**src/rtl/net_phase_scheduler.sv**
```systemverilog
// net_phase_scheduler
//   Receive phase calibration sequencer shared by all network ports. A sweep
//   steps the deserializer phase through every tap. At each tap it waits for
//   the link to settle, then counts good packet ends and framing errors over
//   a fixed window. Finally it drives the centre of the longest circular run
//   of good taps. If no tap was good, the phase in use before the sweep is
//   restored.
//
//   Optional build macro NET_PHASE_SCHED_PERIODIC_EN: adds an idle timer
//   that starts a sweep automatically after RECAL_CYCLES idle cycles.
//
// Ports
//   clk         in   system clock, rising edge
//   resetn      in   asynchronous active-low reset
//   start       in   one-cycle sweep request (honoured only when idle)
//   rx_end_evt  in   one-cycle pulse per good packet end (clk domain)
//   rx_err_evt  in   one-cycle pulse per framing/CRC error (clk domain)
//   phase_shift out  phase tap applied to all ports, zero-extended
//   busy        out  sweep in progress (start through selection)
//   done        out  one-cycle pulse when a sweep completes
//   locked      out  last sweep found at least one good tap
//   best_phase  out  tap chosen by the last successful sweep
//   good_mask   out  per-tap good flags of the last sweep
module net_phase_scheduler #(
  parameter int PHASES        = 8,
  parameter int SETTLE_CYCLES = 256,
  parameter int WINDOW_CYCLES = 65536,
  parameter int MIN_PACKETS   = 4,
  parameter int RECAL_CYCLES  = 40000000
) (
  input  logic              clk,
  input  logic              resetn,
  input  logic              start,
  input  logic              rx_end_evt,
  input  logic              rx_err_evt,
  output logic [7:0]        phase_shift,
  output logic              busy,
  output logic              done,
  output logic              locked,
  output logic [7:0]        best_phase,
  output logic [PHASES-1:0] good_mask
);

  localparam int LW   = (PHASES > 1) ? $clog2(PHASES) : 1;
  localparam int NW   = $clog2(PHASES + 1);
  localparam int SW   = LW + 1;
  localparam int MAXC = (SETTLE_CYCLES > WINDOW_CYCLES) ? SETTLE_CYCLES : WINDOW_CYCLES;
  localparam int CW   = $clog2(MAXC + 1);
  localparam int GW   = $clog2(MIN_PACKETS + 1);

  localparam logic [LW-1:0] TAP_LAST    = LW'(PHASES - 1);
  localparam logic [SW-1:0] SCAN_LAST   = SW'(2 * PHASES - 1);
  localparam logic [NW-1:0] LEN_CAP     = NW'(PHASES);
  localparam logic [CW-1:0] SETTLE_LAST = CW'(SETTLE_CYCLES - 1);
  localparam logic [CW-1:0] WINDOW_LAST = CW'(WINDOW_CYCLES - 1);
  localparam logic [GW-1:0] GOOD_SAT    = GW'(MIN_PACKETS);

  // Elaboration-time parameter sanity checks.
  if ((PHASES < 2) || (PHASES > 128) || ((PHASES & (PHASES - 1)) != 0)) begin : g_bad_phases
    $error("net_phase_scheduler: PHASES must be a power of two in 2..128");
  end
  if ((SETTLE_CYCLES < 1) || (WINDOW_CYCLES < 1) || (MIN_PACKETS < 1) || (RECAL_CYCLES < 2)) begin : g_bad_timing
    $error("net_phase_scheduler: timing parameters out of range");
  end

  typedef enum logic [2:0] {
    ST_IDLE, ST_SETTLE, ST_MEASURE, ST_NEXT, ST_SELECT, ST_DONE
  } state_t;

  state_t            state_r, state_s;
  logic [LW-1:0]     tap_r, tap_s;
  logic [LW-1:0]     phase_r, phase_s;
  logic [LW-1:0]     saved_r, saved_s;
  logic [CW-1:0]     cnt_r, cnt_s;
  logic [GW-1:0]     good_r, good_s;
  logic              err_r, err_s;
  logic [PHASES-1:0] mask_r, mask_s;
  logic              busy_r, busy_s;
  logic              done_r, done_s;
  logic              locked_r, locked_s;
  logic [LW-1:0]     best_r, best_s;
  logic [SW-1:0]     scan_r, scan_s;
  logic [NW-1:0]     cur_len_r, cur_len_s;
  logic [LW-1:0]     cur_start_r, cur_start_s;
  logic [NW-1:0]     best_len_r, best_len_s;
  logic [LW-1:0]     best_start_r, best_start_s;
  logic [LW-1:0]     centre_s;
  logic              go_s;

`ifdef NET_PHASE_SCHED_PERIODIC_EN
  localparam int TW = $clog2(RECAL_CYCLES);
  localparam logic [TW-1:0] RECAL_LAST = TW'(RECAL_CYCLES - 1);

  logic [TW-1:0] idle_tmr_r;
  logic          recal_s;

  // An external start and the timer trigger merge into a single request.
  assign recal_s = (state_r == ST_IDLE) && (idle_tmr_r == RECAL_LAST);
  assign go_s    = start | recal_s;

  // Idle timer: runs only in IDLE and restarts whenever a sweep begins.
  always_ff @(posedge clk or negedge resetn) begin
    if (!resetn) begin
      idle_tmr_r <= '0;
    end else if ((state_r == ST_IDLE) && go_s) begin
      idle_tmr_r <= '0;
    end else if (state_r == ST_IDLE) begin
      idle_tmr_r <= idle_tmr_r + 1'b1;
    end else begin
      idle_tmr_r <= idle_tmr_r;
    end
  end
`else
  assign go_s = start;
`endif

  // Next-state, counter, mask and run-scan decisions for the whole sweep.
  always_comb begin
    state_s      = state_r;
    tap_s        = tap_r;
    phase_s      = phase_r;
    saved_s      = saved_r;
    cnt_s        = cnt_r;
    good_s       = good_r;
    err_s        = err_r;
    mask_s       = mask_r;
    busy_s       = busy_r;
    done_s       = 1'b0;
    locked_s     = locked_r;
    best_s       = best_r;
    scan_s       = scan_r;
    cur_len_s    = cur_len_r;
    cur_start_s  = cur_start_r;
    best_len_s   = best_len_r;
    best_start_s = best_start_r;
    centre_s     = '0;
    case (state_r)
      ST_IDLE: begin
        if (go_s) begin
          saved_s = phase_r;
          tap_s   = '0;
          phase_s = '0;
          busy_s  = 1'b1;
          mask_s  = '0;
          cnt_s   = '0;
          state_s = ST_SETTLE;
        end else begin
          state_s = ST_IDLE;
        end
      end
      ST_SETTLE: begin
        if (cnt_r == SETTLE_LAST) begin
          cnt_s   = '0;
          good_s  = '0;
          err_s   = 1'b0;
          state_s = ST_MEASURE;
        end else begin
          cnt_s = cnt_r + 1'b1;
        end
      end
      ST_MEASURE: begin
        if (rx_end_evt && (good_r < GOOD_SAT)) begin
          good_s = good_r + 1'b1;
        end else begin
          good_s = good_r;
        end
        err_s = err_r | rx_err_evt;
        // The final window cycle's events count toward the verdict.
        if (cnt_r == WINDOW_LAST) begin
          mask_s[tap_r] = (good_s >= GOOD_SAT) && !err_s;
          cnt_s         = '0;
          state_s       = ST_NEXT;
        end else begin
          cnt_s = cnt_r + 1'b1;
        end
      end
      ST_NEXT: begin
        if (tap_r == TAP_LAST) begin
          scan_s       = '0;
          cur_len_s    = '0;
          cur_start_s  = '0;
          best_len_s   = '0;
          best_start_s = '0;
          state_s      = ST_SELECT;
        end else begin
          tap_s   = tap_r + 1'b1;
          phase_s = tap_r + 1'b1;
          state_s = ST_SETTLE;
        end
      end
      ST_SELECT: begin
        // Two passes over the mask so a run crossing tap 0 is seen whole.
        scan_s = scan_r + 1'b1;
        if (mask_r[scan_r[LW-1:0]]) begin
          if (cur_len_r == '0) begin
            cur_start_s = scan_r[LW-1:0];
          end else begin
            cur_start_s = cur_start_r;
          end
          if (cur_len_r == LEN_CAP) begin
            cur_len_s = cur_len_r;
          end else begin
            cur_len_s = cur_len_r + 1'b1;
          end
        end else begin
          cur_len_s = '0;
        end
        // Strictly longer wins, so ties keep the run found first.
        if (cur_len_s > best_len_r) begin
          best_len_s   = cur_len_s;
          best_start_s = cur_start_s;
        end else begin
          best_len_s   = best_len_r;
          best_start_s = best_start_r;
        end
        centre_s = best_start_s + LW'((best_len_s - 1'b1) >> 1);
        if (scan_r == SCAN_LAST) begin
          busy_s  = 1'b0;
          done_s  = 1'b1;
          state_s = ST_DONE;
          if (best_len_s == '0) begin
            phase_s  = saved_r;
            locked_s = 1'b0;
          end else if (best_len_s == LEN_CAP) begin
            phase_s  = '0;
            best_s   = '0;
            locked_s = 1'b1;
          end else begin
            phase_s  = centre_s;
            best_s   = centre_s;
            locked_s = 1'b1;
          end
        end else begin
          state_s = ST_SELECT;
        end
      end
      ST_DONE: begin
        state_s = ST_IDLE;
      end
      default: begin
        state_s = ST_IDLE;
        busy_s  = 1'b0;
      end
    endcase
  end

  // State and datapath registers; reset aborts any sweep immediately.
  always_ff @(posedge clk or negedge resetn) begin
    if (!resetn) begin
      state_r      <= ST_IDLE;
      tap_r        <= '0;
      phase_r      <= '0;
      saved_r      <= '0;
      cnt_r        <= '0;
      good_r       <= '0;
      err_r        <= 1'b0;
      mask_r       <= '0;
      busy_r       <= 1'b0;
      done_r       <= 1'b0;
      locked_r     <= 1'b0;
      best_r       <= '0;
      scan_r       <= '0;
      cur_len_r    <= '0;
      cur_start_r  <= '0;
      best_len_r   <= '0;
      best_start_r <= '0;
    end else begin
      state_r      <= state_s;
      tap_r        <= tap_s;
      phase_r      <= phase_s;
      saved_r      <= saved_s;
      cnt_r        <= cnt_s;
      good_r       <= good_s;
      err_r        <= err_s;
      mask_r       <= mask_s;
      busy_r       <= busy_s;
      done_r       <= done_s;
      locked_r     <= locked_s;
      best_r       <= best_s;
      scan_r       <= scan_s;
      cur_len_r    <= cur_len_s;
      cur_start_r  <= cur_start_s;
      best_len_r   <= best_len_s;
      best_start_r <= best_start_s;
    end
  end

  assign phase_shift = 8'(phase_r);
  assign best_phase  = 8'(best_r);
  assign busy        = busy_r;
  assign done        = done_r;
  assign locked      = locked_r;
  assign good_mask   = mask_r;

endmodule

```
**config.mk**
```make
export PLATFORM = sky130hd
export DESIGN_NAME = net_phase_scheduler
export DESIGN_NICKNAME = d
export VERILOG_FILES = /design/src/rtl/net_phase_scheduler.sv
export SDC_FILE = /design/constraint.sdc
export NUM_CORES = 1
export LEC_CHECK = 0
export CAP_MARGIN = 20
export CORE_MARGIN = 1.5
export CORE_UTILIZATION = 30
export CTS_CLUSTER_DIAMETER = 60
export DETAILED_ROUTE_END_ITERATION = 12
export PLACE_DENSITY = 0.49
export SETUP_SLACK_MARGIN = 0.2
export SYNTH_ARGS = -nofsm -noshare
export SYNTH_HDL_FRONTEND = slang
export SYNTH_SLANG_ARGS = --single-unit
```
**constraint.sdc**
```tcl
create_clock -name clk -period 4.6 [get_ports clk]
set_input_delay 0.46 -clock clk [delete_from_list [all_inputs] [get_ports clk]]
set_output_delay 0.46 -clock clk [all_outputs]
set_load 0.005 [all_outputs]
```
==> reports/results.tsv <==
stage	metric	value	unit
sta	worst_slack	0.472	ns
logic_synthesis	synth_top_area_share	42.7	%
sta	maxSlewHeadroom	41.2	%
cts	clockBufferDepth	2	
drt	vias	3181	
sta	max_clock_freq	242	MHz
logic_synthesis	synth.cell_area	0.00381	mm^2
power_and_ir_drop	p_per_area	281	mW/mm^2
logic_synthesis	synth.largest_area_cell	dfrtp_1	
final_layout	finalCoreUtilization	36.6	%
cts	clock-sinks	65	
cts	cts_tree	built	
sta	skew	0.00606	ns
global_routing	antenna_found_initial	0	
worst_setup_path	cp-end-kind	flop	
worst_setup_path	crit_type	flop to flop	
sta	timing.hold.ws	0.0994	ns
final_layout	n_fill_cell	1280	
sta	setup_viol	0	
hold_path	holdCritPathClass	primary input to asynchronous set/reset pin	
die	start_util	31.2	%
cts	cts-hold-fix-buffers	0	
die	die_w	116	um
status	outcome	completed	
logic_synthesis	synth_seq_area_share	42.7	%
cts	cts_max_level	3	
place	dp_slack	0.434	ns
logic_synthesis	async_flop_share	100	%
global_routing	overflow	0	
sta	setup-tns-final	0	ns
global_routing	use_met2	22.4	%
logic_synthesis	ys.warnings.count	0	
sta	worst_pin_slew	0.876	ns
cts	post_cts_buffers	0	
drt	wirelength	9150	um
logic_synthesis	synth_cells	414	
logic_synthesis	synthTopCellsByArea	dfrtp_1 43%, o21ai_0 5.9%, nand2_1 5.5%	
global_routing	grt_pass1_vias	3077	
sta	period_share	89.7	%
logic_synthesis	synth_cell_types	55	
global_routing	grt_max_degree	43	
logic_synthesis	syn_area_per_cell	9.20	um^2
logic_synthesis	synth_edf_count	0	
global_routing	grtUsageMet1	20.7	%
flow_run	cap_violations	0	
global_routing	grt_pass1_wl	15400	um
power_and_ir_drop	p_leak	0.00198	uW
drt	drtAntennaViolNets	0	
final_layout	drive_above_1_share	7.92	%
die	die_y	116	um
die	die_area	0.0134	mm^2
worst_setup_path	required	4.80	ns
final_layout	areaGrowthSynthToFinish	17.5	%
cts	worstSkewPairLatency	0.33	ns
cts	cts_root_buf	clkbuf_16	
drt	drt_iter0_drc	207	
worst_setup_path	arrival	4.33	ns
logic_synthesis	synth_most_common_cell	dfrtp_1	
sta	min_period	4.13	ns
sta	slew_viol_final	0	
drt	via_per_inst	5.21	
die	core.rowCount	40	
drt	drc	0	
cts	clk_pin_slew_worst_paths	0.06	ns
die	coreArea	0.0122	mm^2
final_layout	n_antenna_cell	0	
drt	routedWlPerCell	15.0	um
global_routing	grt_usage	14.9	%
sta	rsz0062_at_grt	false	
logic_synthesis	ys.flop_type	dfrtp_1	
power_and_ir_drop	ir_drop	134	uV
worst_setup_path	start_kind	flop	
sta	hold_violations	0	
place	numPortBuffers	21	
drt	dr.pass1.iters	4	
global_routing	grt_busiest_layer	met2	
final_layout	fin_nets	455	
place	hpwlAfterDp	6620	um
global_routing	gr-usage-met3	3.77	%
place	place.gp.congestion	0.842	
logic_synthesis	synth_common_cells	65 x dfrtp_1, 56 x nand2_1, 45 x o21ai_0	
cts	numCtsBuffers	9	
worst_setup_path	cp_max_fo	9	
worst_setup_path	r2r_slack	0.47	ns
die	io_pins	32	
logic_synthesis	synth-seq-cells	65	
-- logic make-up (layout without fill, tap and decap cells) --
logic type / count (synthesis) / in the layout / synth area share, %
buffers and inverters: 36 / 55 / 4.96
and+or+nand+nor: 140 / 140 / 17.7
AOI/OAI and AO/OA: 131 / 131 / 22.5
muxes: 16 / 16 / 4.83
DFF: 65 / 65 / 42.7
other: 1 / 10 / 0.0985
xor gates and xnor gates: 12 / 12 / 2.76
adders and majority gates: 13 / 13 / 4.47
-- area by class of cell --
type	count	area [um^2]	area share, %
Multi-Input combinational cell	322	2030	45.3
Sequential cell	65	1630	36.4
Clock buffer	14	284	6.35
Timing Repair Buffer	27	270	6.04
Tap cell	168	210	4.70
Inverter	12	45.0	1.01
Clock inverter	2	10.0	0.224
-- timing repair --
item,CTS,global route
gates resized for setup,0,1
hold endpoints to repair,0,0
endpoints found under the setup margin,0,2
-- critical path: stages, from the launching register on --
cell and delay (ns):
dfrtp_2 0.49, mux2i_1 0.20, a22oi_4 0.25, and2_1 0.31, nand2_1 0.16, ha_1 0.34
a21boi_0 0.08, or4b_1 0.54, a21o_1 0.29, mux2_1 0.37, ha_1 0.21, fa_1 0.48
a22oi_1 0.18, o21ai_0 0.09
-- final timing paths --
path / end / cells past startpoint / start
max in group asynchronous: scan_r[0] / 3 / resetn
hold reg to reg: cur_start_r[1] / 1 / cur_start_r[1]
setup / recovery: phase_r[1] / 13 / scan_r[0]
setup reg to reg: phase_r[1] / 13 / scan_r[0]
min in group clk: cur_start_r[1] / 1 / cur_start_r[1]
hold / removal: cnt_r[13] / 1 / resetn
-- power breakdown --
| group | internal [uW] | leakage [uW] | switching (uW) |
|---|---|---|---|
| Combinational | 5.91 | 0.000993 | 15.5 |
| Sequential | 572 | 0.000834 | 0 |
| Clock | 422 | 0.000149 | 241 |
-- layer usage --
metal | vias up | part of all wire, %
met5 | - | 0
met4 | 0 | 1.6
met3 | 14 | 4.7
met2 | 88 | 44
met1 | 1545 | 50
li1 | 1534 | -
-- placed cells by master (no fill, tap or decap), types with 10 or more instances in the layout --
cell / n
inv_1: 12
nand2_1: 56
ha_1: 12
clkdlybuf4s50_1: 20
o21ai_0: 45
dfrtp_1: 64
a22o_1: 13
nand3_1: 17
conb_1: 10
nor2_1: 20
a21oi_1: 25
-- per-stage QoR --
step	std cells	area [um^2]	power (uW)
global route	610	4470	1310
CTS	609	4450	1280
finish	610	4470	1260
global placement	593	4150	602
floorplan	423	3840	591
detailed placement	593	4150	602
-- registers in the layout, summed over array words and instances, names as in the netlist, 4 cells and up --
register / cells
best_len_r: 4
scan_r: 4
good_mask: 8
cur_len_r: 4
cnt_r: 17
Note: power is estimated with default switching activity, not from simulation.
